### src/rtl/mult_share_arbiter.sv
// Round-robin front end that lets two requesters share one external 4x4 multiplier.
// Operands are registered toward the multiplier; the product is registered and returned with a done pulse.
module mult_share_arbiter #(
    parameter int WIDTH       = 4,
    parameter int CALC_CYCLES = 1
) (
    input  logic                 clk,
    input  logic                 rst,
    input  logic                 req0,
    input  logic [WIDTH-1:0]     a0,
    input  logic [WIDTH-1:0]     b0,
    output logic                 gnt0,
    output logic                 done0,
    input  logic                 req1,
    input  logic [WIDTH-1:0]     a1,
    input  logic [WIDTH-1:0]     b1,
    output logic                 gnt1,
    output logic                 done1,
    output logic [WIDTH-1:0]     mul_a,
    output logic [WIDTH-1:0]     mul_b,
    input  logic [2*WIDTH-1:0]   mul_p,
    output logic [2*WIDTH-1:0]   p_out,
    output logic                 busy
);

    typedef enum logic [1:0] {
        IDLE = 2'd0,
        CALC = 2'd1,
        DONE = 2'd2
    } state_t;

    // Counter preload: the last settle cycle is the one where the count reads zero.
    localparam logic [3:0] CNT_INIT = 4'(CALC_CYCLES - 1);

    state_t               state_r;
    state_t               state_nxt_s;
    logic                 owner_r;
    logic                 owner_nxt_s;
    logic                 last_r;
    logic                 last_nxt_s;
    logic [3:0]           cnt_r;
    logic [3:0]           cnt_nxt_s;
    logic                 win_s;
    logic                 gnt0_nxt_s;
    logic                 gnt1_nxt_s;
    logic                 done0_nxt_s;
    logic                 done1_nxt_s;
    logic                 busy_nxt_s;
    logic [WIDTH-1:0]     mul_a_nxt_s;
    logic [WIDTH-1:0]     mul_b_nxt_s;
    logic [2*WIDTH-1:0]   p_out_nxt_s;

    // Winner selection, next-state and next-output computation.
    always_comb begin
        if (req0 && req1) begin
            win_s = ~last_r;
        end else if (req1) begin
            win_s = 1'b1;
        end else begin
            win_s = 1'b0;
        end

        state_nxt_s = state_r;
        owner_nxt_s = owner_r;
        last_nxt_s  = last_r;
        cnt_nxt_s   = cnt_r;
        gnt0_nxt_s  = 1'b0;
        gnt1_nxt_s  = 1'b0;
        done0_nxt_s = 1'b0;
        done1_nxt_s = 1'b0;
        mul_a_nxt_s = mul_a;
        mul_b_nxt_s = mul_b;
        p_out_nxt_s = p_out;

        case (state_r)
            IDLE: begin
                if (req0 || req1) begin
                    mul_a_nxt_s = win_s ? a1 : a0;
                    mul_b_nxt_s = win_s ? b1 : b0;
                    owner_nxt_s = win_s;
                    last_nxt_s  = win_s;
                    gnt0_nxt_s  = ~win_s;
                    gnt1_nxt_s  = win_s;
                    cnt_nxt_s   = CNT_INIT;
                    state_nxt_s = CALC;
                end else begin
                    state_nxt_s = IDLE;
                end
            end
            CALC: begin
                if (cnt_r != 4'd0) begin
                    cnt_nxt_s = cnt_r - 4'd1;
                end else begin
                    p_out_nxt_s = mul_p;
                    done0_nxt_s = ~owner_r;
                    done1_nxt_s = owner_r;
                    state_nxt_s = DONE;
                end
            end
            DONE: begin
                state_nxt_s = IDLE;
            end
            default: begin
                state_nxt_s = IDLE;
            end
        endcase

        busy_nxt_s = (state_nxt_s != IDLE);
    end

    // State and registered outputs; reset leaves the pointer on requester 1 so requester 0 wins the first tie.
    always_ff @(posedge clk) begin
        if (rst) begin
            state_r <= IDLE;
            owner_r <= 1'b0;
            last_r  <= 1'b1;
            cnt_r   <= 4'd0;
            gnt0    <= 1'b0;
            gnt1    <= 1'b0;
            done0   <= 1'b0;
            done1   <= 1'b0;
            busy    <= 1'b0;
            mul_a   <= '0;
            mul_b   <= '0;
            p_out   <= '0;
        end else begin
            state_r <= state_nxt_s;
            owner_r <= owner_nxt_s;
            last_r  <= last_nxt_s;
            cnt_r   <= cnt_nxt_s;
            gnt0    <= gnt0_nxt_s;
            gnt1    <= gnt1_nxt_s;
            done0   <= done0_nxt_s;
            done1   <= done1_nxt_s;
            busy    <= busy_nxt_s;
            mul_a   <= mul_a_nxt_s;
            mul_b   <= mul_b_nxt_s;
            p_out   <= p_out_nxt_s;
        end
    end

endmodule

### config.mk
export PLATFORM = sky130hd
export DESIGN_NAME = mult_share_arbiter
export DESIGN_NICKNAME = d
export VERILOG_FILES = /design/src/rtl/mult_share_arbiter.sv
export SDC_FILE = /design/constraint.sdc
export NUM_CORES = 1
export LEC_CHECK = 0
export BUFFER_PORTS_ARGS = -buffer_cell sky130_fd_sc_hd__buf_4
export CORE_UTILIZATION = 46
export DETAILED_ROUTE_END_ITERATION = 7
export PLACE_DENSITY = 0.82
export SETUP_SLACK_MARGIN = 0.1
export SLEW_MARGIN = 20
export SYNTH_ARGS = -nofsm -noshare
export SYNTH_HDL_FRONTEND = slang
export SYNTH_SLANG_ARGS = --single-unit
### constraint.sdc
create_clock -name clk -period 2.1 [get_ports clk]
set_input_delay 0.42 -clock clk [delete_from_list [all_inputs] [get_ports clk]]
set_output_delay 0.42 -clock clk [all_outputs]
set_load 0.02 [all_outputs]
==> tab_implementation.tex <==
\begin{tabular}{lr}
\hline
Metric & Value \\
\hline
\multicolumn{2}{l}{\textbf{Status}} \\
\quad Run status & completed \\
\multicolumn{2}{l}{\textbf{GRT}} \\
\quad Total global-route track usage & between 20\% and 30\% \\
\quad Number of global-route vias before repair & between 900 and 1000 \\
\quad Maximum number of pins on one net before global-route repair & 18 \\
\quad Global-route wire length before repair & about 4000 um \\
\quad Initial antenna violation count & 0 \\
\quad Remaining global-route overflow & 0 \\
\multicolumn{2}{l}{\textbf{Floorplanning}} \\
\quad \# IOs & 49 \\
\quad Floorplan Core Area & 2300 um\^{}2 \\
\quad Die Span X & around 52 um \\
\quad DIE HEIGHT & between 50 and 60 um \\
\quad Total die area & between 2000 and 3000 um\^{}2 \\
\quad Initial standard-cell utilization of the core & 50.9\% \\
\quad Number of cell rows & 17 \\
\multicolumn{2}{l}{\textbf{Clock network}} \\
\quad Setup repair bufs after CTS & 0 \\
\quad TritonCTS Sinks & 29 \\
\quad Total number of H-tree levels & 2 \\
\quad CTS tree & built \\
\quad CTS clk-pin slew, worst paths & roughly 0.09 ns \\
\quad CTS root buf & clkbuf\_4 \\
\quad Clk buf depth & 2 \\
\quad Hold buffers post-CTS & 0 \\
\quad Clk Latency, worst-skew pair & $\sim$0.32 ns \\
\quad TritonCTS Buffers & 5 \\
\quad Cells resized by post-CTS repair & 0 \\
\multicolumn{2}{l}{\textbf{Synthesis}} \\
\quad Synth Instances & approximately 120 \\
\quad Seq cells post-synth & 29 \\
\quad Dominant cells by area after synthesis & dfxtp\_1 (50\%), nand2\_1 (8.0\%), mux2i\_1 (7.7\%) \\
\quad Area share of and/or/nand/nor cells after synthesis & about a fifth \\
\quad Top-count cell post-synth & dfxtp\_1 \\
\quad Count of distinct cell types in the synthesized netlist & 26 \\
\quad EDFF count, synth & 0 \\
\quad Commonest cells post-synth & dfxtp\_1 (29), nand2\_1 (25), nor3\_1 (11) \\
\quad Mean post-synth cell area & roughly 9.4 um\^{}2 \\
\quad Adder-cell share of the synthesized area & approximately 1.1\% \\
\quad Area share of xor/xnor cells in the synthesized design & 0\% \\
\quad Area share of the largest cell type after synthesis & roughly half \\
\quad Compound-gate portion of the synthesized area & between 15 and 20\% \\
\quad Net count of the mapped netlist & 153 \\
\quad Biggest area consumer among synthesized cells & dfxtp\_1 \\
\quad Mux contribution to synthesized area & a little under 8\% \\
\quad Sequential-to-total area share from yosys stat & between 40 and 50\% \\
\quad Most used flip-flop cell after synthesis & dfxtp\_1 \\
\quad Synth warn & 0 \\
\quad Share of flip-flops with an asynchronous set or reset after synthesis & 0\% \\
\quad Mapped Area & between 1000 and 1500 um\^{}2 \\
\quad Combinational family with the most area after synthesis & simple AND/OR/NAND/NOR gates \\
\multicolumn{2}{l}{\textbf{Route}} \\
\quad DRC Markers & 0 \\
\quad DRC violation total after the first TritonRoute iteration & 9 \\
\quad Number of search-and-repair iterations in the first detailed-routing pass & 4 \\
\quad Post-detailed-route via-to-cell ratio & between 5 and 6 \\
\quad Routed via count & slightly above 1000 \\
\quad Wirelength per Cell & 12.3 um \\
\quad Total wirelength of the detailed-routed design & between 2000 and 2500 um \\
\quad Antenna Nets Post-Route & 0 \\
\multicolumn{2}{l}{\textbf{STA}} \\
\quad Setup TNS & 0 ns \\
\quad Headroom to the max-slew limit & 65.3\% \\
\quad Fin crit share & around 80\% \\
\quad Slew @ Worst Pin & between 0.5 and 0.6 ns \\
\quad Min Tclk post-route & 1.64 ns \\
\quad Min setup slack post-route & between 0.4 and 0.5 ns \\
\quad Final setup violation count & 0 \\
\quad Final count of hold timing violations & 0 \\
\quad Final count of pins violating max slew & 0 \\
\quad Setup repair after global routing missed its margin & no \\
\quad Final hold slack & 0.313 ns \\
\quad Max Clk Rate & between 0.6 and 0.7 GHz \\
\quad Final worst clock skew & around 0.0052 ns \\
\multicolumn{2}{l}{\textbf{Final layout}} \\
\quad Final-layout fill cell count & 190 \\
\quad Net count reported at finish & 203 \\
\quad Count of antenna diodes in the layout & 0 \\
\quad Final std cells w/o fill & roughly 200 \\
\quad Post-Layout Inst Area & approximately 1600 um\^{}2 \\
\quad Layout cells sized above 1 & a little over a third \\
\quad Area growth syn-to-layout & 38.7\% \\
\multicolumn{2}{l}{\textbf{Place}} \\
\quad Count of port buffers added during placement & 48 \\
\quad Number of placed cells counting well taps & 195 \\
\quad Placed Instance Area & $\sim$1500 um\^{}2 \\
\quad Minimum setup slack after placement & $\sim$0.29 ns \\
\quad Final GP Congestion & slightly below 0.8 \\
\quad Post-DP HPWL & about 1900 um \\
\multicolumn{2}{l}{\textbf{Worst setup path}} \\
\quad CP endpoint kind & flop \\
\quad Cell at the slowest stage of the critical path & or3\_1 \\
\quad Setup slack on the worst flop-to-flop path & 0.46 ns \\
\quad Endpoint of the lowest-slack register-to-register path & mul\_a[1] \\
\quad Start of the worst register-to-register path & state\_r[0] \\
\quad Launching element type of the critical path & flop \\
\quad Largest fanout of any net on the critical path & 10 \\
\quad Start-to-end type of the worst setup path & reg -> reg \\
\quad Critical Path RT & 2.37 ns \\
\quad Crit path largest cell delay & around 0.55 ns \\
\quad Depth of the worst register-to-register path & 3 \\
\quad CP cell instances & or3\_1, a211oi\_4, a221o\_1 \\
\quad Arrival time at the worst endpoint & $\sim$1.9 ns \\
\multicolumn{2}{l}{\textbf{Hold path}} \\
\quad Worst min-delay path category & in -> reg \\
\quad Worst-case hold path end point & mul\_a[2] \\
\quad Worst hold path cell count & 2 \\
\quad Worst hold path startpoint & a1[2] \\
\multicolumn{2}{l}{\textbf{Pwr}} \\
\quad Largest voltage drop on the vdd net & just over 600 uV \\
\quad Leakage dissipation & 0.752 nW \\
\quad Power per cell area & just over 800 nW/um\^{}2 \\
\multicolumn{2}{l}{\textbf{Flow run}} \\
\quad Max capacitance violation total & 0 \\
\hline
\end{tabular}
==> state kept, by name, indices dropped and copies added, names as in the netlist <==
register	cells
p_out	8
cnt_r	4
mul_a	4
mul_b	4
state_r	2
busy	1
done0	1
done1	1
gnt0	1
gnt1	1
last_r	1
owner_r	1
==> report_power, final <==
group          internal [mW]  switching, mW
logic                  0.119          0.121
clock network          0.284          0.186
registers              0.591         0.0261
total                  0.994          0.334
==> worst max-delay path: cells and delay by family (launching register included) <==
family / cells / cell delay (ns)
AO/OA/AOI/OAI: 2 / 0.69
AND/OR/NAND/NOR: 1 / 0.55
flip-flops: 1 / 0.36
==> kinds of logic (layout without fill, tap and decap cells) <==
logic type | Yosys count | after routing
AOI/OAI and AO/OA | 21 | 21
and+or+nand+nor | 52 | 52
adders and majority gates | 1 | 1
buffers and inverters | 12 | 63
DFF | 29 | 29
muxes | 9 | 9
==> per-stage QoR <==
step | total power [mW] | util, %
2_1_floorplan | 0.764 | -
3_3_place_gp | 0.865 | 66.9
3_5_place_dp | 0.871 | 66.9
4_1_cts | 1.34 | 70.6
5_1_grt | 1.38 | 70.6
6_report | 1.33 | 70.6
==> routing by layer <==
metal / vias to the layer above / track usage (%) / part of all wire (%)
li1: 537 / - / -
met1: 447 / 23.5 / 46
met2: 48 / 32.9 / 44
met3: 4 / 7.83 / 7.9
met4: 0 / 9.65 / 1.6
met5: - / 0 / 0
==> how the worst max path moves through the flow <==
stage                     startpoint       end  slack (ns)  cells past startpoint
after floorplan                  rst  mul_a[0]        0.52                      5
after global placement           rst  mul_b[2]        0.34                      4
after detailed placement         rst  mul_b[0]        0.29                      4
after CTS                 state_r[0]  mul_a[1]        0.45                      3
after global routing      state_r[0]  mul_a[0]        0.35                      3
final                     state_r[0]  mul_a[1]        0.46                      3
==> final cells by class <==
cell class              count  area [um^2]  share of cell area (%)
clock inverters             1         30.0                    1.85
clock buffers               7         55.1                    3.39
flip-flops and latches     29          581                    35.8
inverters                   5         18.8                    1.16
repair buffers             50          375                    23.1
well taps                  28         35.0                    2.16
multi-input cells          83          528                    32.5
==> cell usage in the layout (no fill, tap or decap), drive strengths merged <==
master	netlist	layout
buf	3	50
dfxtp	29	29
nand2	25	25
nor3	11	11
mux2i	9	9
a221o	8	8
clkbuf	4	7
inv	5	5
nor2	5	5
a21oi	4	4
a21o	3	3
or3	2	2
nor2b	2	2
nand2b	2	2
a2111oi	2	2
a31o	2	2
or2	1	1
a211oi	1	1
nand3b	1	1
nor3b	1	1
or4	1	1
o21ai	1	1
and3	1	1
ha	1	1
bufinv	0	1
No activity file was read; power rests on OpenSTA's default activity.
